### src/rtl/cheri_bg_mem_arb.sv
// Arbiter sharing one background memory port between the TBRE and STKZ engines.
// Optional grant/stall counters are enabled by defining CHERI_BG_ARB_STATS_EN.
module cheri_bg_mem_arb #(
  parameter int unsigned MAX_OUTSTANDING = 2,
  parameter int unsigned MAX_BURST       = 4
) (
  input  logic        clk,
  input  logic        rst_n,
  input  logic        cpu_lsu_busy_i,
  input  logic        tbre_req_i,
  input  logic        tbre_we_i,
  input  logic [31:0] tbre_addr_i,
  input  logic [32:0] tbre_wdata_i,
  output logic        tbre_gnt_o,
  output logic        tbre_rvalid_o,
  input  logic        stkz_req_i,
  input  logic        stkz_we_i,
  input  logic [31:0] stkz_addr_i,
  input  logic [32:0] stkz_wdata_i,
  output logic        stkz_gnt_o,
  output logic        stkz_rvalid_o,
  output logic [32:0] bg_rdata_o,
  output logic        bg_err_o,
  output logic        mem_req_o,
  output logic        mem_we_o,
  output logic [31:0] mem_addr_o,
  output logic [32:0] mem_wdata_o,
  input  logic        mem_gnt_i,
  input  logic        mem_rvalid_i,
  input  logic [32:0] mem_rdata_i,
  input  logic        mem_err_i,
  output logic        arb_idle_o
`ifdef CHERI_BG_ARB_STATS_EN
  ,
  output logic [15:0] tbre_gnt_cnt_o,
  output logic [15:0] stkz_gnt_cnt_o,
  output logic [15:0] stall_cnt_o
`endif
);

  // Handshake: a transaction is accepted in the cycle where mem_req_o && mem_gnt_i;
  // once presented, the request and its payload stay fixed until that cycle.
  // Responses return in grant order, one per mem_rvalid_i.

  typedef enum logic [1:0] {IDLE, LOCK_T, LOCK_S} state_e;

  localparam logic       OWN_T       = 1'b0;
  localparam logic       OWN_S       = 1'b1;
  localparam logic [3:0] MAX_BURST_L = 4'(MAX_BURST);
  localparam logic [2:0] MAX_OUT_L   = 3'(MAX_OUTSTANDING);

  state_e                     state_q, state_d;
  logic                       last_owner_q, last_owner_d;
  logic [3:0]                 burst_q, burst_d;
  logic [2:0]                 cnt_q, cnt_d;
  logic [MAX_OUTSTANDING-1:0] owner_q, owner_d;

  logic       pick, cur, active, push, pop, room, other_req;
  logic [2:0] wr_idx;

  assign pop  = mem_rvalid_i && (cnt_q != 3'd0);
  // A response leaving this cycle frees the slot the new grant would take.
  assign room = (cnt_q != MAX_OUT_L) || pop;

  always_comb begin
    pick = OWN_T;
    if (tbre_req_i && stkz_req_i) begin
      // A burst in progress (non-zero count below the cap) keeps the port.
      pick = ((burst_q != 4'd0) && (burst_q < MAX_BURST_L)) ? last_owner_q : ~last_owner_q;
    end else if (stkz_req_i) begin
      pick = OWN_S;
    end
  end

  always_comb begin
    active = 1'b0;
    cur    = pick;
    case (state_q)
      LOCK_T: begin
        active = 1'b1;
        cur    = OWN_T;
      end
      LOCK_S: begin
        active = 1'b1;
        cur    = OWN_S;
      end
      default: begin
        active = (tbre_req_i || stkz_req_i) && !cpu_lsu_busy_i && room;
        cur    = pick;
      end
    endcase
  end

  assign push = active && mem_gnt_i;

  always_comb begin
    mem_req_o   = active;
    mem_we_o    = 1'b0;
    mem_addr_o  = 32'd0;
    mem_wdata_o = 33'd0;
    if (active) begin
      mem_we_o    = (cur == OWN_S) ? stkz_we_i    : tbre_we_i;
      mem_addr_o  = (cur == OWN_S) ? stkz_addr_i  : tbre_addr_i;
      mem_wdata_o = (cur == OWN_S) ? stkz_wdata_i : tbre_wdata_i;
    end
  end

  assign tbre_gnt_o    = push && (cur == OWN_T);
  assign stkz_gnt_o    = push && (cur == OWN_S);
  assign tbre_rvalid_o = pop && (owner_q[0] == OWN_T);
  assign stkz_rvalid_o = pop && (owner_q[0] == OWN_S);
  assign bg_rdata_o    = mem_rdata_i;
  assign bg_err_o      = mem_err_i;
  assign arb_idle_o    = (state_q == IDLE) && !tbre_req_i && !stkz_req_i && (cnt_q == 3'd0);

  // After a grant the FSM drops to IDLE, whose combinational pick re-arbitrates
  // with fresh requests in the following cycle without a bubble.
  always_comb begin
    state_d      = IDLE;
    last_owner_d = last_owner_q;
    burst_d      = burst_q;
    if (push) begin
      last_owner_d = cur;
      if (cur == last_owner_q) begin
        burst_d = (burst_q == MAX_BURST_L) ? burst_q : burst_q + 4'd1;
      end else begin
        burst_d = 4'd1;
      end
    end else if (active) begin
      state_d = (cur == OWN_S) ? LOCK_S : LOCK_T;
    end
    other_req = (last_owner_d == OWN_S) ? tbre_req_i : stkz_req_i;
    if (!other_req) begin
      burst_d = 4'd0;
    end
  end

  always_comb begin
    cnt_d   = cnt_q;
    wr_idx  = pop ? cnt_q - 3'd1 : cnt_q;
    owner_d = pop ? (owner_q >> 1) : owner_q;
    case ({push, pop})
      2'b10:   cnt_d = cnt_q + 3'd1;
      2'b01:   cnt_d = cnt_q - 3'd1;
      default: cnt_d = cnt_q;
    endcase
    if (push) begin
      for (int i = 0; i < MAX_OUTSTANDING; i++) begin
        if (3'(i) == wr_idx) owner_d[i] = cur;
      end
    end
  end

  always_ff @(posedge clk or posedge rst_n) begin
    if (rst_n) begin
      state_q      <= IDLE;
      last_owner_q <= OWN_S;
      burst_q      <= 4'd0;
      cnt_q        <= 3'd0;
      owner_q      <= '0;
    end else begin
      state_q      <= state_d;
      last_owner_q <= last_owner_d;
      burst_q      <= burst_d;
      cnt_q        <= cnt_d;
      owner_q      <= owner_d;
    end
  end

`ifdef CHERI_BG_ARB_STATS_EN
  always_ff @(posedge clk or posedge rst_n) begin
    if (rst_n) begin
      tbre_gnt_cnt_o <= 16'd0;
      stkz_gnt_cnt_o <= 16'd0;
      stall_cnt_o    <= 16'd0;
    end else begin
      if (tbre_gnt_o && (tbre_gnt_cnt_o != 16'hFFFF)) tbre_gnt_cnt_o <= tbre_gnt_cnt_o + 16'd1;
      if (stkz_gnt_o && (stkz_gnt_cnt_o != 16'hFFFF)) stkz_gnt_cnt_o <= stkz_gnt_cnt_o + 16'd1;
      if ((tbre_req_i || stkz_req_i) && cpu_lsu_busy_i && (stall_cnt_o != 16'hFFFF))
        stall_cnt_o <= stall_cnt_o + 16'd1;
    end
  end
`endif

`ifndef SYNTHESIS
  // Responses still in flight from before a reset are legal until new traffic is granted.
  logic seen_gnt_q;
  always_ff @(posedge clk or posedge rst_n) begin
    if (rst_n) seen_gnt_q <= 1'b0;
    else if (push) seen_gnt_q <= 1'b1;
  end

  always @(posedge clk) begin
    if (!rst_n) begin
      if (state_q == LOCK_T) assert (tbre_req_i) else $error("tbre_req_i dropped before grant");
      if (state_q == LOCK_S) assert (stkz_req_i) else $error("stkz_req_i dropped before grant");
      if (seen_gnt_q) assert (!(mem_rvalid_i && cnt_q == 3'd0)) else $error("mem_rvalid_i with no outstanding grant");
    end
  end
`endif

endmodule
### config.mk
export PLATFORM = sky130hd
export DESIGN_NAME = cheri_bg_mem_arb
export DESIGN_NICKNAME = d
export VERILOG_FILES = /design/src/rtl/cheri_bg_mem_arb.sv
export SDC_FILE = /design/constraint.sdc
export NUM_CORES = 1
export LEC_CHECK = 0
export CAP_MARGIN = 5
export CORE_AREA = 2 2 107 109
export DETAILED_ROUTE_END_ITERATION = 8
export DIE_AREA = 0 0 109 111
export DONT_BUFFER_PORTS = 1
export GPL_TIMING_DRIVEN = 0
export HOLD_SLACK_MARGIN = 0.12
export SETUP_SLACK_MARGIN = 0.3
export SLEW_MARGIN = 40
export SYNTH_ARGS = -nofsm -noshare
export SYNTH_HDL_FRONTEND = slang
export SYNTH_SLANG_ARGS = --single-unit
### constraint.sdc
create_clock -name clk -period 3.2 [get_ports clk]
set_clock_uncertainty 0.15 [all_clocks]
set_input_delay 0.8 -clock clk [delete_from_list [all_inputs] [get_ports clk]]
set_output_delay 0.8 -clock clk [all_outputs]
set_load 0.005 [all_outputs]
# Word-level counts from Yosys, hierarchy flattened
# Cells that the tools add are included.
# W data, S select, Z words.
[op_classes]
addsub = 3
mul = 0
div_mod_pow = 0
order_cmp = 1
eq_ne = 10
n_shift = 0
mux = 26
bitwise = 3
reduce_logical = 26
[op_table]
columns = ["op", "count"]
rows = [
  ["$mux W33", 2],
  ["$mux W32", 2],
  ["$mux W4", 4],
  ["$logic_and A1 B1 Y1", 13],
  ["$mux W1", 10],
  ["$mux W2", 5],
  ["$logic_not A3 Y1", 2],
  ["$pmux W3 S2", 1],
  ["$add A4 B1 Y4 const B", 1],
  ["$eq A2 B1 Y1 const B", 2],
  ["$eq A2 B2 Y1 const B", 2],
  ["$eq A4 B3 Y1 const B", 1],
  ["$lt A4 B3 Y1 const B", 1],
  ["$reduce_bool A4 Y1", 1],
  ["$add A3 B1 Y3 const B", 1],
  ["$eq A1 B3 Y1 const A", 1],
  ["$logic_not A1 Y1", 3],
  ["$mux W3", 1],
  ["$ne A3 B2 Y1 const B", 1],
  ["$ne A3 B3 Y1 const B", 1],
  ["$not A1 Y1", 3],
  ["$reduce_bool A3 Y1", 1],
  ["$sub A3 B1 Y3 const B", 1],
  ["$logic_not A2 Y1", 1],
  ["other kinds (7)", 8],
]
[word_totals]
reg_bits = 12
latchBits = 0
mem_bits_rw = 0
romBits = 0
input_bits = 173
elab_cells = 74
memories = 0

# Logic depth before layout (Yosys ltp)
[depth]
ltp_word = 10
depth_mapped = 9
depth_no_buf = 9

# Worst setup path after synthesis
# No wires, ideal clock.
[synth_path]
kind = "input -> output"
startpoint = "input mem_rvalid_i"
endpoint = "output mem_wdata_o[10]"
arrival_time_ns = 1.858
slack_ns = 0.392
cell_stages = 6
path_buffers = 2
cell_sequence = "nor2b_1 -> o221a_2 -> nor2_2 -> buf_2 -> buf_2 -> a21oi_1"
[synth_via]
elab_chain_cells = 5
[synth_lines]
columns = ["element", "line_no", "rtl"]
rows = [
  ["start, declared", "29", "input logic mem_rvalid_i,"],
  ["$logic_and A1 B1 Y1", "61", "assign pop = mem_rvalid_i && (cnt_q != 3'd0);"],
  ["$logic_or A1 B1 Y1", "63", "assign room = (cnt_q != MAX_OUT_L) || pop;"],
  ["$logic_and A1 B1 Y1", "88", "active = (tbre_req_i || stkz_req_i) && !cpu_lsu_busy_i && room;"],
  ["$mux W1", "78", "case (state_q)"],
  ["$mux W33", "101", "if (active) begin"],
  ["end, declared", "27", "output logic [32:0] mem_wdata_o,"],
]
# Every way passes these cells.

# Worst setup path in the final report
[layout_path]
startpoint = "register burst_q[1]"
endpoint = "output mem_wdata_o[13]"
[layout_via]
elab_chain_cells = 7
word_cells_on_any_way = 8
classes_between = "order compare: 1; mux: 5; reduce/logical: 2"
[layout_lines]
columns = ["element", "line_no", "rtl"]
rows = [
  ["start, declared", "54", "logic [3:0] burst_q, burst_d;"],
  ["start signal, assigned", "164", "burst_q <= burst_d;"],
  ["$lt A4 B3 Y1 / $reduce_bool A4 Y1 (equally long branches)", "69", "pick = ((burst_q != 4'd0) && (burst_q < MAX_BURST_L)) ? last_owner_q : ~last_owner_q;"],
  ["$logic_and A1 B1 Y1 *", "69", ""],
  ["$mux W1 *", "69", ""],
  ["$mux W1 *", "67", "if (tbre_req_i && stkz_req_i) begin"],
  ["$pmux W1 S2 *", "78", ""],
  ["$mux W33 *", "104", "mem_wdata_o = (cur == OWN_S) ? stkz_wdata_i : tbre_wdata_i;"],
  ["$mux W33 *", "101", ""],
]
# Mark *: on every way between the ends. The rest lies on a longest branch, timed or not.

==> results.cfg <==
[finish]
fin_nets = 578
syn2layout_area_growth_pct = 43.5
final_area_mm2 = 0.00317
layout_commonest_cell = nand2_1
final_cell_mix = 137 x nand2_1, 58 x a21oi_2, 54 x buf_4
drive_gt1_frac = 0.428
post-route-util = 0.286
stdcell_count = 545

[sta]
fin_tns_setup_ps = 0
max-slew-margin-rel = 0.637
finalCritPeriodShare = 0.944
tightest_slew_ps = 537
fin_crit_ps = 3020
setup_viol = 0
slew_viol_final = 0
hold_violations = 0
rsz0062_at_grt = yes
fin_hold_ws_ps = 308
fin_ws_ps = 178
fmax_mhz = 331

[setup_path]
reg2reg_from = cnt_q[0]
r2r_setup_slack_ps = 680
cp_num_buf_inv = 3
path_max_fanout = 7
worstPathCellList = inv_1 > ha_4 > o31a_1 > o21ai_2 > a21o_4 > buf_12 > buf_8 > nand2_1 > a21oi_2
critPathCapture = mem_wdata_o[13]
cp.required_ps = 2250
startpoint = burst_q[1]
start_kind = register
cpLargestDelayFamily = compound AO/OA/AOI/OAI gates
critical_path_class = register to output port
crit_arrival_ps = 2070
worst-path-stages = 9
reg2reg_depth = 10
end_kind = output port
r2r_end = cnt_q[2]
critPathMaxStageDelay_ps = 350
slowest_stage = dfrtp_1

[place]
io_buffer_count = 0
postPlaceCellArea_mm2 = 0.00239
gp_congestion = 0.877
hpwl_um = 9010
post-place-ws_ps = -49.4
placed_cells = 511

[logic_synthesis]
syn-cell-area_mm2 = 0.00221
ys_seq_elements = 12
synth_edf_count = 0
ys.flop_type = dfrtp_1
ys_seq_area_frac = 0.136
syn_avg_cell_area_um2 = 6.01
async_flop_share = 1.00
yosysWarnings = 0
synth.net_count = 550
synthCells = 368
netlist-cell-type-count = 48

[grt]
antenna_found_initial = 9
grt-ovfl-total = 0
grt_pass1_wl_um = 15100
grt_max_degree = 13
grt_use_total = 0.165
grt_pass1_vias = 2531

[floorplanning]
pin_count = 279
core_mm2 = 0.0111
start_util = 0.200
die_area_mm2 = 0.0121
die_y_um = 111
std_cell_rows = 39
die_width_um = 109

[routing]
totalWireLength_um = 11400
vias_per_cell = 5.17
drc = 0
wl_per_cell_um = 20.9
firstDrtPassIters = 4
num_vias = 2817
drt-initial-drc-count = 135
ant_nets = 0

[worst_hold_path]
hold_class = input pin to async pin

[cts]
cts.clk_slew.worst_paths_ps = 50
cts_buffer_depth = 2
cts_num_sinks = 12
htreeDepth = 1
clk_latency_ps = 240
cts-root-buf = clkbuf_16
cts_made_buffers = 3
cts_tree = yes

[pwr]
p_per_area_mw_per_mm2 = 882
power_mw = 2.80
leakage_nw = 1.31
peakVddDrop_mv = 0.392

[flow_run]
maxCapViolCount = 0

[run_status]
status = completed
-- sequential cells by signal (all words and copies together), names as in the netlist --
name	cells
burst_q	4
cnt_q	3
last_owner_q	1
owner_q	2
state_q	2
-- worst reg2reg max path, cell delays in order, from the launching register on --
cell and delay, ps:
dfrtp_2 450, inv_2 150, ha_4 180, nor2b_2 50
o221a_2 260, buf_4 160, o21ai_4 310, ha_1 290
mux2i_1 210, nor2_1 70, xor2_1 140
-- how the worst min path moves through the flow --
| stage | start | end | slack (ps) | cells past startpoint |
|---|---|---|---|---|
| 2_1_floorplan | owner_q[1] | owner_q[1] | 340 | 2 |
| 6_report | rst_n | burst_q[0] | 310 | 1 |
| 3_3_place_gp | owner_q[1] | owner_q[1] | 360 | 2 |
| 5_1_grt | rst_n | burst_q[0] | 340 | 1 |
| 3_5_place_dp | owner_q[1] | owner_q[1] | 370 | 2 |
| 4_1_cts | rst_n | burst_q[0] | 320 | 1 |
-- power breakdown --
| group | total (mW) | leakage [nW] | internal (mW) | switching, mW |
|---|---|---|---|---|
| sequential | 0.258 | 0.150 | 0.207 | 0.0510 |
| combinational | 2.31 | 1.13 | 0.991 | 1.32 |
| clock | 0.232 | 0.0382 | 0.168 | 0.0643 |
-- metal layers --
| layer | wire (um) | track usage |
|---|---|---|
| met3 | 1410 | 0.0747 |
| met1 | 4280 | 0.197 |
| met5 | 30 | 0 |
| met4 | 154 | 0.0222 |
| met2 | 5540 | 0.275 |
-- layout make-up --
cell class | count | area (um2)
Antenna cell | 7 | 17.5
Buffer | 58 | 527
Clock buffer | 4 | 78.8
Fill cell | 1221 | 7910
Inverter | 10 | 37.5
Multi-Input combinational cell | 288 | 1790
Sequential cell | 12 | 307
Tap cell | 143 | 179
Timing Repair Buffer | 23 | 238
-- what timing repair did --
item / 4_1_cts / 5_1_grt
endpoints found under the setup margin: 69 / 68
hold endpoints to repair: 0 / 0
setup buffers: 13 / 7
pin swaps: 21 / 31
cloned: 0 / 3
hold buffers: 0 / 0
resized for setup: 81 / 46
-- cell families (layout without fill, tap and decap cells) --
family,count (synthesis),in the layout,share of synthesized area
AND/OR/NAND/NOR,174,174,0.329
AO/OA/AOI/OAI,100,100,0.267
buffers and inverters,68,95,0.195
flip-flops,12,12,0.136
adder cells (fa/ha/maj),9,9,0.0509
XOR/XNOR,3,3,0.0119
multiplexers,2,2,0.00962
other,0,7,0
-- synth_stat cells, drive strengths merged (2+ instances only) --
cell | instances | area [um2]
nor2 | 8 | 32.5
or3 | 3 | 18.8
nand3b | 2 | 15.0
o211ai | 3 | 22.5
buf | 53 | 374
inv | 10 | 37.5
a41oi | 2 | 17.5
nor2b | 3 | 18.8
clkbuf | 5 | 18.8
o21ai | 8 | 47.5
nor3 | 3 | 15.0
nand4b | 2 | 17.5
nand2 | 141 | 529
a22oi | 3 | 22.5
a21oi | 73 | 377
nand3 | 2 | 10.0
xnor2 | 2 | 17.5
nor4 | 2 | 12.5
nand2b | 3 | 18.8
dfrtp | 11 | 275
ha | 9 | 113
Power figures use the tool's default switching activity.
